**config.mk**
```make
export PLATFORM = sky130hd
export DESIGN_NAME = note_player
export DESIGN_NICKNAME = d
export VERILOG_FILES = /design/src/rtl/note_player.sv
export SDC_FILE = /design/constraint.sdc
export NUM_CORES = 1
export LEC_CHECK = 0
export ABC_AREA = 1
export BUFFER_PORTS_ARGS = -buffer_cell sky130_fd_sc_hd__buf_4
export CAP_MARGIN = 0
export CORE_AREA = 2 2 76 78
export DETAILED_ROUTE_END_ITERATION = 10
export DIE_AREA = 0 0 78 80
export PLACE_DENSITY = 0.82
export SYNTH_ARGS = -nofsm -noshare
export SYNTH_HDL_FRONTEND = slang
export SYNTH_SLANG_ARGS = --single-unit
```
**constraint.sdc**
```tcl
create_clock -name clk -period 3.05 [get_ports clk]
set_clock_uncertainty 0.05 [all_clocks]
set_input_delay 0.1525 -clock clk [delete_from_list [all_inputs] [get_ports clk]]
set_output_delay 0.1525 -clock clk [all_outputs]
set_load 0.03 [all_outputs]
```
**src/rtl/note_player.sv**
```systemverilog
// Single-voice tone generator: a recognised key press starts a square-wave note
// that runs until the key is released, the hold limit expires, or another key is pressed.
module note_player #(
    parameter int CLK_HZ   = 100_000_000,
    parameter int MAX_HOLD = 50_000_000
) (
    input  logic       clk,
    input  logic       rst,
    input  logic [7:0] key_code,
    input  logic       key_valid,
    input  logic       key_released,
    input  logic       mute,
    output logic       buzzer,
    output logic [2:0] note,
    output logic       playing,
    output logic [7:0] note_count
);

    // Half-period divisors in clock cycles, truncated at elaboration.
    localparam int DIV1 = CLK_HZ / (2 * 262);
    localparam int DIV2 = CLK_HZ / (2 * 294);
    localparam int DIV3 = CLK_HZ / (2 * 330);
    localparam int DIV4 = CLK_HZ / (2 * 349);
    localparam int DIV5 = CLK_HZ / (2 * 392);
    localparam int DIV6 = CLK_HZ / (2 * 440);
    localparam int DIV7 = CLK_HZ / (2 * 494);

    // The lowest note has the largest divisor, so it sizes the tone counter.
    localparam int TONE_W = (DIV1 > 1) ? $clog2(DIV1) : 1;
    localparam int HOLD_W = (MAX_HOLD > 1) ? $clog2(MAX_HOLD) : 1;

    typedef enum logic {
        S_IDLE = 1'b0,
        S_PLAY = 1'b1
    } state_t;

    state_t              state, state_nxt;
    logic [2:0]          note_nxt;
    logic [7:0]          count_nxt;
    logic [TONE_W-1:0]   tone_cnt, tone_cnt_nxt;
    logic [HOLD_W-1:0]   hold_cnt, hold_cnt_nxt;
    logic                tone, tone_nxt;
    logic                buzzer_nxt;

    logic [2:0]          press_note;
    logic                accept;
    logic [TONE_W-1:0]   div_m1;
    logic                tone_wrap;
    logic                hold_done;

    always_comb begin
        case (key_code)
            8'h1A:   press_note = 3'd1;
            8'h22:   press_note = 3'd2;
            8'h21:   press_note = 3'd3;
            8'h2A:   press_note = 3'd4;
            8'h32:   press_note = 3'd5;
            8'h31:   press_note = 3'd6;
            8'h3A:   press_note = 3'd7;
            default: press_note = 3'd0;
        endcase
    end

    assign accept = key_valid && (press_note != 3'd0);

    // Wrap point of the tone counter for the note currently sounding.
    always_comb begin
        case (note)
            3'd1:    div_m1 = TONE_W'(DIV1 - 1);
            3'd2:    div_m1 = TONE_W'(DIV2 - 1);
            3'd3:    div_m1 = TONE_W'(DIV3 - 1);
            3'd4:    div_m1 = TONE_W'(DIV4 - 1);
            3'd5:    div_m1 = TONE_W'(DIV5 - 1);
            3'd6:    div_m1 = TONE_W'(DIV6 - 1);
            3'd7:    div_m1 = TONE_W'(DIV7 - 1);
            default: div_m1 = '0;
        endcase
    end

    assign tone_wrap = (tone_cnt == div_m1);
    assign hold_done = (hold_cnt == HOLD_W'(MAX_HOLD - 1));

    always_comb begin
        // NOTE: every next-state variable gets a default first so no path leaves one unassigned (no latches).
        state_nxt    = state;
        note_nxt     = note;
        count_nxt    = note_count;
        tone_cnt_nxt = tone_cnt;
        hold_cnt_nxt = hold_cnt;
        tone_nxt     = tone;

        if (accept) begin
            // A new press wins over release and timeout, and restarts the tone phase.
            state_nxt    = S_PLAY;
            note_nxt     = press_note;
            count_nxt    = note_count + 8'd1;
            tone_cnt_nxt = '0;
            hold_cnt_nxt = '0;
            tone_nxt     = 1'b0;
        end else if (state == S_PLAY) begin
            if (key_released || hold_done) begin
                state_nxt    = S_IDLE;
                note_nxt     = 3'd0;
                tone_cnt_nxt = '0;
                hold_cnt_nxt = '0;
                tone_nxt     = 1'b0;
            end else begin
                tone_cnt_nxt = tone_wrap ? '0 : tone_cnt + TONE_W'(1);
                tone_nxt     = tone_wrap ? ~tone : tone;
                hold_cnt_nxt = hold_cnt + HOLD_W'(1);
            end
        end

        // Mute gates only the pin; the tone keeps running underneath.
        buzzer_nxt = tone_nxt & ~mute;
    end

    always_ff @(posedge clk) begin
        // NOTE: sequential state uses non-blocking assignments so every register samples pre-edge values.
        if (!rst) begin
            state      <= S_IDLE;
            note       <= 3'd0;
            note_count <= 8'd0;
            tone_cnt   <= '0;
            hold_cnt   <= '0;
            tone       <= 1'b0;
            buzzer     <= 1'b0;
        end else begin
            state      <= state_nxt;
            note       <= note_nxt;
            note_count <= count_nxt;
            tone_cnt   <= tone_cnt_nxt;
            hold_cnt   <= hold_cnt_nxt;
            tone       <= tone_nxt;
            buzzer     <= buzzer_nxt;
        end
    end

    assign playing = (state == S_PLAY);

endmodule
```
==> results.yml, run 1 <==
run_status:
  outcome: "complete, no violations"
clocking:
  numCtsBuffers: 9
  insertion_delay_ps: 330
  h-tree-depth: 3
  clockRootBuffer: "clkbuf_8"
  ctsResizeCount: 0
  clock_sinks: 58
  clk_path_buf_depth: 2
  clk_pin_slew_ps: 60
  cts_tree: "yes"
floorplan:
  die-area_um2: 6240
  design.core.area_um2: 5410
  start_util_pct: 63.7
  fp-row-count: 27
  die_w_um: 78
  ios: 26
  die_height_um: 80
place:
  dp.cells: 638
  gp_congestion: 0.937
  place_area_um2: 3670
  dp_slack_ps: 827
  dpl.hpwl_um: 6080
  port-buffer-count: 25
hold_path:
  worstHoldPathType: "input port to flop"
  hold_start: "rst"
  min_to: "playing$_SDFF_PN0_"
  holdPathStages: 2
grt:
  grt_pass1_wl_um: 14300
  use_met3_pct: 6.33
  grt-busiest-layer: "met2"
  grtUsageTotal_pct: 28.1
  grt_max_degree: 25
  grt_use_met1_pct: 34.0
  globalRoute.totalOverflow: 0
  met2_usage_pct: 48.3
  grt_antenna_before_repair: 0
  grt_pass1_vias: 3339
route:
  drt_iter0_drc: 397
  wl_um: 8300
  vias: 3590
  drc_errors: 0
  postRouteAntennaNets: 0
  firstDrtPassIters: 5
  wl_per_cell_um: 12.7
  routed_via_density: 5.48
sta:
  report.final.hold_viol_count: 0
  fin_ws_ps: 776
  post-route-min-period_ps: 2270
  finalMaxSlewViolations: 0
  max_freq_ghz: 0.440
  tightest_slew_ps: 619
  relSlewSlack_pct: 58.6
  finalCritPeriodShare_pct: 74.5
  timing.hold.ws_ps: 46.8
  setup_viol: 0
  rsz0062_at_grt: "no"
  fin_tns_setup_ps: 0
worst_setup_path:
  crit_path_max_incr_delay_ps: 540
  arrival_ps: 2430
  critical_path.most_common_cell: "nand2_1"
  path_max_fanout: 23
  ff2ff_setup_slack_ps: 780
  r2r_end: "hold_cnt[25]$_SDFFE_PP0P_"
  end_kind: "flop"
  r2r_cells: 11
  r2r-start: "playing$_SDFF_PN0_"
  worstPathRequired_ps: 3210
  worstSetupPathType: "flop to flop"
  worstSetupStartpointType: "flop"
  cp_cell_sequence: "inv_2 -> nor2_2 -> nand2_1 -> inv_1 -> nand2_1 -> nor3_1 -> nand2_1 -> nor2_1 -> nand3_1 -> nand2_1 -> nor2_1"
  slowest_stage: "dfxtp_1"
final_layout:
  fin_nets: 594
  drive_above_1_share_pct: 8.92
  layoutNonFillerInstCount: 655
  design_area_um2: 3870
  diodes: 0
  area_growth_pct: 12.4
run:
  maxCapViolations: 0
synth:
  synth_top_cells_by_area: "dfxtp_1, nand2_1, nor2_1"
  ys_ff_latch: 58
  synth_nets: 567
  synth_edf_count: 0
  synth_most_common_cell: "nand2_1"
  synth_cell_types: 28
  synth_area_um2: 3440
  ys.flop_type: "dfxtp_1"
  syn_avg_cell_area_um2: 6.24
  synth_top_area_share_pct: 33.7
  synthArstFlopShare_pct: 0
  postSynthCellCount: 551
  synth.yosys.seq_area_share_pct: 33.7
  ys_top_cells_by_count: "nand2_1, nor2_1, inv_1"
  yosysTopAreaCell: "dfxtp_1"
  yosys_warnings: 0
pwr:
  power_density_nw_per_um2: 390
  leakagePower_uw: 0.00156
  ir_drop_uv: 425
-- registers in the layout, indices dropped and copies added (netlist names) --
name and cells:
hold_cnt 26, tone 1, buzzer 1, playing 1
note 3, tone_cnt 18, note_count 8
-- per-layer routing --
layer  vias up  wire (um)
met5         -          0
met4         0        261
met3        26        420
met2       129       4000
met1      1599       3620
li1       1836          -
-- logic make-up after synthesis --
| group | share of synthesized area [%] |
|---|---|
| xor+xnor | 5.85 |
| buf+inv | 9.24 |
| simple gates | 41.4 |
| compound gates | 8.69 |
| flops | 33.7 |
| fa+ha+maj | 1.09 |
-- worst max-delay path, delay by kind of cell, from the launching register on --
family        cells  cell delay [ps]
simple gates      9             1230
flops             1              540
buf+inv           2              350
-- final cells by class --
type / instances / area (um^2)
Inverter: 68 / 255
Clock buffer: 10 / 128
Clock inverter: 6 / 57.6
Tap cell: 72 / 90.1
Multi-Input combinational cell: 413 / 1960
Timing Repair Buffer: 28 / 213
Fill cell: 458 / 1540
Sequential cell: 58 / 1160
-- worst max path at each step --
stage / start / endpoint / slack (ps) / depth (start not counted)
finish: playing$_SDFF_PN0_ / hold_cnt[25]$_SDFFE_PP0P_ / 780 / 11
global route: playing$_SDFF_PN0_ / hold_cnt[25]$_SDFFE_PP0P_ / 450 / 11
CTS: playing$_SDFF_PN0_ / hold_cnt[25]$_SDFFE_PP0P_ / 800 / 11
detailed placement: playing$_SDFF_PN0_ / hold_cnt[25]$_SDFFE_PP0P_ / 830 / 11
global placement: playing$_SDFF_PN0_ / hold_cnt[25]$_SDFFE_PP0P_ / 860 / 11
floorplan: note[0]$_SDFFE_PN0P_ / tone_cnt[0]$_SDFFE_PP0P_ / 1050 / 13
-- what timing repair did --
item                       in CTS  in global routing
setup buffers                   0                  0
setup endpoints to repair       0                  0
hold endpoints to repair        1                  0
hold buffers                    1                  0
-- placed cells by master (no fill, tap or decap), drive strengths merged --
cell type / count
o21a: 1
clkinvlp: 1
bufinv: 1
nand4: 22
nand3: 50
a21oi: 32
buf: 27
nand3b: 4
or2: 2
xnor2: 7
dlygate4sd3: 1
inv: 68
nor3: 21
ha: 3
nand2: 150
o22ai: 1
xor2: 16
o21ai: 22
nor2: 75
o21bai: 1
nor3b: 2
o211ai: 1
nor4: 3
clkinv: 4
dfxtp: 58
clkbuf: 10
-- report_power, final --
group	leakage, uW	internal (uW)	switching (uW)
clock	0.0000958	371	305
sequential	0.000467	758	1.68
combinational	0.000998	23.7	49.8
total	0.00156	1150	356
-- through the flow --
stage	utilization [%]	total power, uW
final	71.5	1510
after global routing	71.5	1560
after CTS	71.5	1520
after detailed placement	67.9	849
after global placement	67.9	848
after floorplan	-	827
(Power assumes the default switching activity.)
==> inputs of run 2 (changes only) <==
Settings changed: CORE_AREA 2 2 76 78 to 2 2 79 81, DIE_AREA 0 0 78 80 to 0 0 81 83, PLACE_DENSITY 0.82 to 0.76.
Clock period 3.05 ns to 2.12 ns, I/O delays scaled along.
==> run 2 against run 1 <==
Against the previous run:
- count of clock-buffer cells in the layout grew 1
- clock power grew 54%
- wire length grew 4.5%
- non-clock buffer count grew 15
- first-iteration DRC count shrank 34%
- final area grew 4.4%
- critical endpoint is now hold_cnt[20]$_SDFFE_PP0P_
==> results.yml, run 2 (synthesis gave the netlist of run 1 again) <==
run_status:
  outcome: "complete, no violations"
worst_setup_path:
  crit_path_max_incr_delay_ps: 390
  cp_cell_sequence: "ha_1 -> nand2_1 -> nor3_2 -> nand3_2 -> nor2_2 -> inv_1 -> nor2_1 -> nand3_1 -> xor2_1 -> nor2_1"
  arrival_ps: 2090
  slowest_stage: "dfxtp_1"
  worstSetupStartpointType: "flop"
  critical_path.most_common_cell: "nor2_1"
  end_kind: "flop"
  worstPathRequired_ps: 2300
  cp_num_buf_inv: 1
  cp_top_family: "simple AND/OR/NAND/NOR gates"
  worstSetupPathType: "flop to flop"
  path_max_fanout: 4
sta:
  tightest_slew_ps: 353
  post-route-min-period_ps: 1910
  fin_tns_setup_ps: 0
  finalCritPeriodShare_pct: 89.9
  finalMaxSlewViolations: 0
  relSlewSlack_pct: 76.4
  report.final.hold_viol_count: 0
  setup_viol: 0
  max_freq_ghz: 0.524
  rsz0062_at_grt: "no"
final_layout:
  fillers: 554
  multi_input_area_um2: 2000
  seqCellArea_um2: 1160
  drive_above_1_share_pct: 12.4
  layout_common_cells: "nand2_1, nor2_1, inv_1, dfxtp_1, nand3_1"
  final_common_cell: "nand2_1"
  diodes: 0
  largest-register: "hold_cnt"
  layoutNonFillerInstCount: 673
  fin_nets: 609
  largest_reg_flops: 26
  largestRegisters: "hold_cnt x26, tone_cnt x18, note_count x8"
  area_growth_pct: 17.3
floorplan:
  start_util_pct: 59.2
  ios: 26
  die_height_um: 83
  design.core.area_um2: 5820
  die_w_um: 81
  die-area_um2: 6720
  fp-row-count: 28
clocking:
  insertion_delay_ps: 340
  h-tree-depth: 3
  clock_sinks: 58
  numCtsBuffers: 9
  clk_pin_slew_ps: 70
  clockRootBuffer: "clkbuf_8"
  cts_tree: "yes"
  clk_path_buf_depth: 2
place:
  port-buffer-count: 25
  gp_congestion: 0.944
  dp.cells: 654
  dpl.hpwl_um: 6420
hold_path:
  worstHoldPathType: "input port to flop"
route:
  routed_via_density: 5.39
  drt_iter0_drc: 264
  wl_per_cell_um: 12.9
  drc_errors: 0
  postRouteAntennaNets: 0
  firstDrtPassIters: 4
  vias: 3629
  wl_um: 8670
grt:
  grt_antenna_before_repair: 0
  grt_pass1_vias: 3375
  grtUsageTotal_pct: 27.5
  globalRoute.totalOverflow: 0
  grt_pass1_wl_um: 14800
  grt_max_degree: 25
pwr:
  leakagePower_uw: 0.00165
  ir_drop_uv: 411
  power_density_nw_per_um2: 557
run:
  maxCapViolations: 0
==> run 2: cell types whose count changed in the layout (fill, tap and decap cells not counted), sizes merged <==
| cell | before | now |
|---|---|---|
| buf | 27 | 40 |
| clkinvlp | 1 | 0 |
| dlygate4sd3 | 1 | 3 |
| clkbuf | 10 | 11 |
==> run 2: path summary, 6_finish.rpt <==
path              depth (start not counted)                        end                      start  slack (ps)
hold reg to reg                           2  hold_cnt[15]$_SDFFE_PP0P_  hold_cnt[15]$_SDFFE_PP0P_         420
hold / removal                            6       note[0]$_SDFFE_PN0P_                key_code[4]         140
setup / recovery                         10  hold_cnt[20]$_SDFFE_PP0P_   hold_cnt[0]$_SDFFE_PP0P_         210
setup reg to reg                         10  hold_cnt[20]$_SDFFE_PP0P_   hold_cnt[0]$_SDFFE_PP0P_         210
==> run 2: routing by layer <==
layer	global-route usage [%]	routed length (um)	vias up
li1	-	-	1870
met1	35.6	4100	1675
met2	45.8	4070	68
met3	3.91	298	16
met4	10.5	200	0
met5	0	0	-
==> run 2: layout make-up <==
| type | instances | share of cell area, % |
|---|---|---|
| Inverter | 68 | 6.39 |
| Multi-Input combinational cell | 413 | 49.4 |
| Sequential cell | 58 | 28.8 |
| Clock inverter | 5 | 1.33 |
| Clock buffer | 11 | 3.50 |
| Tap cell | 75 | 2.32 |
| Timing Repair Buffer | 43 | 8.18 |
==> run 2: per-stage QoR <==
stage / hold slack (ps) / power [uW] / instance area [um^2] / setup slack [ps] / util, %
after floorplan: 128 / 1190 / 3440 / 124 / -
after CTS: 145 / 2250 / 4000 / 55.5 / 68.8
after detailed placement: 219 / 1220 / 3770 / 12.3 / 64.9
after global placement: 214 / 1220 / 3770 / 44.5 / 64.9
after global routing: 204 / 2320 / 4040 / 39.9 / 69.4
final: 139 / 2250 / 4040 / 213 / 69.4
==> run 2: worst min-delay path, delay by kind of cell <==
kind	cells	cell delay (ps)
AND/OR/NAND/NOR	4	240
AO/OA/AOI/OAI	1	50
buffers and inverters	1	90
==> run 2: timing repair <==
item,4_1_cts,5_1_grt
gates resized for setup,1,11
buffers inserted,0,0
hold buffers,3,0
setup endpoints to repair,3,28
endpoints found under the hold margin,5,0
==> run 2: power by group <==
part / leakage [uW] / switching, uW / internal (uW) / total (uW)
combinational: 0.00108 / 77.7 / 39.3 / 117
sequential: 0.000468 / 1.78 / 1090 / 1090
clock: 0.000103 / 470 / 571 / 1040
total: 0.00165 / 549 / 1700 / 2250
==> inputs of run 3 (changes only) <==
Settings changed: CELL_PAD_IN_SITES_DETAIL_PLACEMENT set to 0, CELL_PAD_IN_SITES_GLOBAL_PLACEMENT set to 1, CORE_AREA 2 2 79 81 to 2 2 94 96, DIE_AREA 0 0 81 83 to 0 0 96 98.
==> run 3 against run 2 <==
Against the previous run:
- non-clock buffer count increased by 4
- highest routed layer unchanged
- global-route usage fell by 5.8 points
- sequential power hardly changed
- final cell count up 5.5%
- critical endpoint unchanged
- sequential cell count is the same
- maximum frequency is 1.6% lower
- clock power rose by 16%
- wire length grew 7.3%
- utilization fell by 20 points
- register-to-register slack lost 30 ps
==> results.yml, run 3 (synthesis gave the netlist of run 1 again) <==
place:
  dpl.hpwl_um: 6920
  port-buffer-count: 25
  gp_congestion: 0.838
  dp_slack_ps: 15.5
  dp.cells: 690
  place_area_um2: 3840
final_layout:
  multi_input_area_um2: 2020
  fillers: 901
  design_area_um2: 4170
  fin_nets: 613
  layout_common_cells: "nand2_1, nor2_1, inv_1, dfxtp_1, nand3_1"
  diodes: 0
  seqCellArea_um2: 1170
  largestRegisters: "hold_cnt x26, tone_cnt x18, note_count x8"
  layoutNonFillerInstCount: 710
  area_growth_pct: 21.2
  largest_reg_flops: 26
  final_common_cell: "nand2_1"
  drive_above_1_share_pct: 14.0
  largest-register: "hold_cnt"
  post-route-util_pct: 49.3
sta:
  tightest_slew_ps: 356
  relSlewSlack_pct: 76.1
  finalCritPeriodShare_pct: 91.4
  fin_ws_ps: 181
  finalMaxSlewViolations: 0
  report.final.hold_viol_count: 0
  setup_viol: 0
  post-route-min-period_ps: 1940
  max_freq_ghz: 0.516
route:
  firstDrtPassIters: 4
  met3_length_um: 316
  postRouteAntennaNets: 0
  routed_via_density: 5.00
  maxUsedRoutingLayer: "met4"
  drc_errors: 0
  drt_iter0_drc: 124
  vias: 3548
  wl_met2_um: 4310
  wl_met1_um: 4530
  wl_per_cell_um: 13.1
  wl_um: 9300
floorplan:
  die-area_um2: 9410
  ios: 26
  start_util_pct: 40.6
  die_w_um: 96
  design.core.area_um2: 8470
  die_height_um: 98
  fp-row-count: 34
worst_setup_path:
  path_max_fanout: 4
  worstSetupStartpointType: "flop"
  worstPathRequired_ps: 2300
  cp_cell_sequence: "ha_4 -> nand2_1 -> nor3_2 -> nand3_2 -> nor2_2 -> inv_1 -> nor2_1 -> nand3_1 -> xor2_1 -> nor2_1"
  critical_path.most_common_cell: "nor2_1"
  worstSetupPathType: "flop to flop"
  crit_path_max_incr_delay_ps: 370
  end_kind: "flop"
  slowest_stage: "dfxtp_2"
  arrival_ps: 2120
  r2r_cells: 10
pwr:
  swShare_pct: 23.1
  ir_drop_uv: 286
  seq_power_share_pct: 45.2
  pwr-share-clk_pct: 49.9
  p_int_uw: 1860
  power_density_nw_per_um2: 579
  netSwitchingPower_uw: 558
  leakagePower_uw: 0.00168
  comb_power_share_pct: 4.9
clocking:
  clockRootBuffer: "clkbuf_8"
  cts_tree: "yes"
  clock_sinks: 58
  h-tree-depth: 3
  insertion_delay_ps: 340
  clk_path_buf_depth: 2
  clk_pin_slew_ps: 70
  numCtsBuffers: 9
hold_path:
  holdPathStages: 6
  worstHoldPathType: "input port to flop"
run_status:
  outcome: "complete, no violations"
grt:
  grt_antenna_before_repair: 0
  grt_pass1_wl_um: 16400
  grtUsageTotal_pct: 21.7
  grt_max_degree: 25
  globalRoute.totalOverflow: 0
  grt_pass1_vias: 3497
run:
  maxCapViolations: 0
==> run 3: cell count changes in the layout (fill, tap and decap cells not counted), sizes merged <==
cell / delta
clkbuf: +1
bufinv: +1
clkinv: -2
buf: +4
==> run 3: per-layer routing <==
metal	global-route usage (%)	up-vias
li1	-	1870
met1	29.8	1609
met2	34.6	54
met3	3.09	15
met4	7.47	0
met5	0	-
==> run 3: repair_timing <==
| item | CTS | global route |
|---|---|---|
| hold buffers | 3 | 0 |
| setup endpoints to repair | 1 | 37 |
| buffers inserted | 0 | 1 |
| pin swaps | 0 | 6 |
| endpoints found under the hold margin | 6 | 0 |
| resized for setup | 1 | 19 |
==> run 3: area by class of cell <==
cell class | instances | area share (%)
multi-input cells | 413 | 48.5
flip-flops and latches | 58 | 28.0
repair buffers | 47 | 8.64
inverters | 68 | 6.18
clock buffers | 12 | 3.72
well taps | 108 | 3.24
clock inverters | 4 | 1.77
==> run 3: worst paths after layout <==
| check | start | endpoint | slack [ps] |
|---|---|---|---|
| worst max-delay path | hold_cnt[0]$_SDFFE_PP0P_ | hold_cnt[20]$_SDFFE_PP0P_ | 180 |
| worst min-delay path | key_code[4] | note[0]$_SDFFE_PN0P_ | 150 |
| worst max register to register | hold_cnt[0]$_SDFFE_PP0P_ | hold_cnt[20]$_SDFFE_PP0P_ | 180 |
| worst min register to register | hold_cnt[15]$_SDFFE_PP0P_ | hold_cnt[15]$_SDFFE_PP0P_ | 430 |
==> run 3: worst max-delay path: cells and delay by family (launching register included) <==
family / cells / cell delay, ps
flip-flops: 1 / 370
buffers and inverters: 1 / 60
XOR/XNOR: 1 / 160
AND/OR/NAND/NOR: 7 / 1010
adder cells (fa/ha/maj): 1 / 150
==> run 3: through the flow <==
step | total power, uW | hold WS, ps | setup TNS [ps]
3_5_place_dp | 1230 | 221 | 0
4_1_cts | 2440 | 139 | 0
2_1_floorplan | 1190 | 128 | 0
3_3_place_gp | 1230 | 215 | -5.75
5_1_grt | 2500 | 218 | -9.69
6_report | 2420 | 146 | 0
==> run 3: power by group through the flow <==
stage	logic [uW]	registers (uW)	clock network [uW]
CTS	117	1090	1230
global placement	111	1120	0
floorplan	70.2	1120	0
global route	134	1090	1270
detailed placement	110	1120	0
finish	118	1090	1210
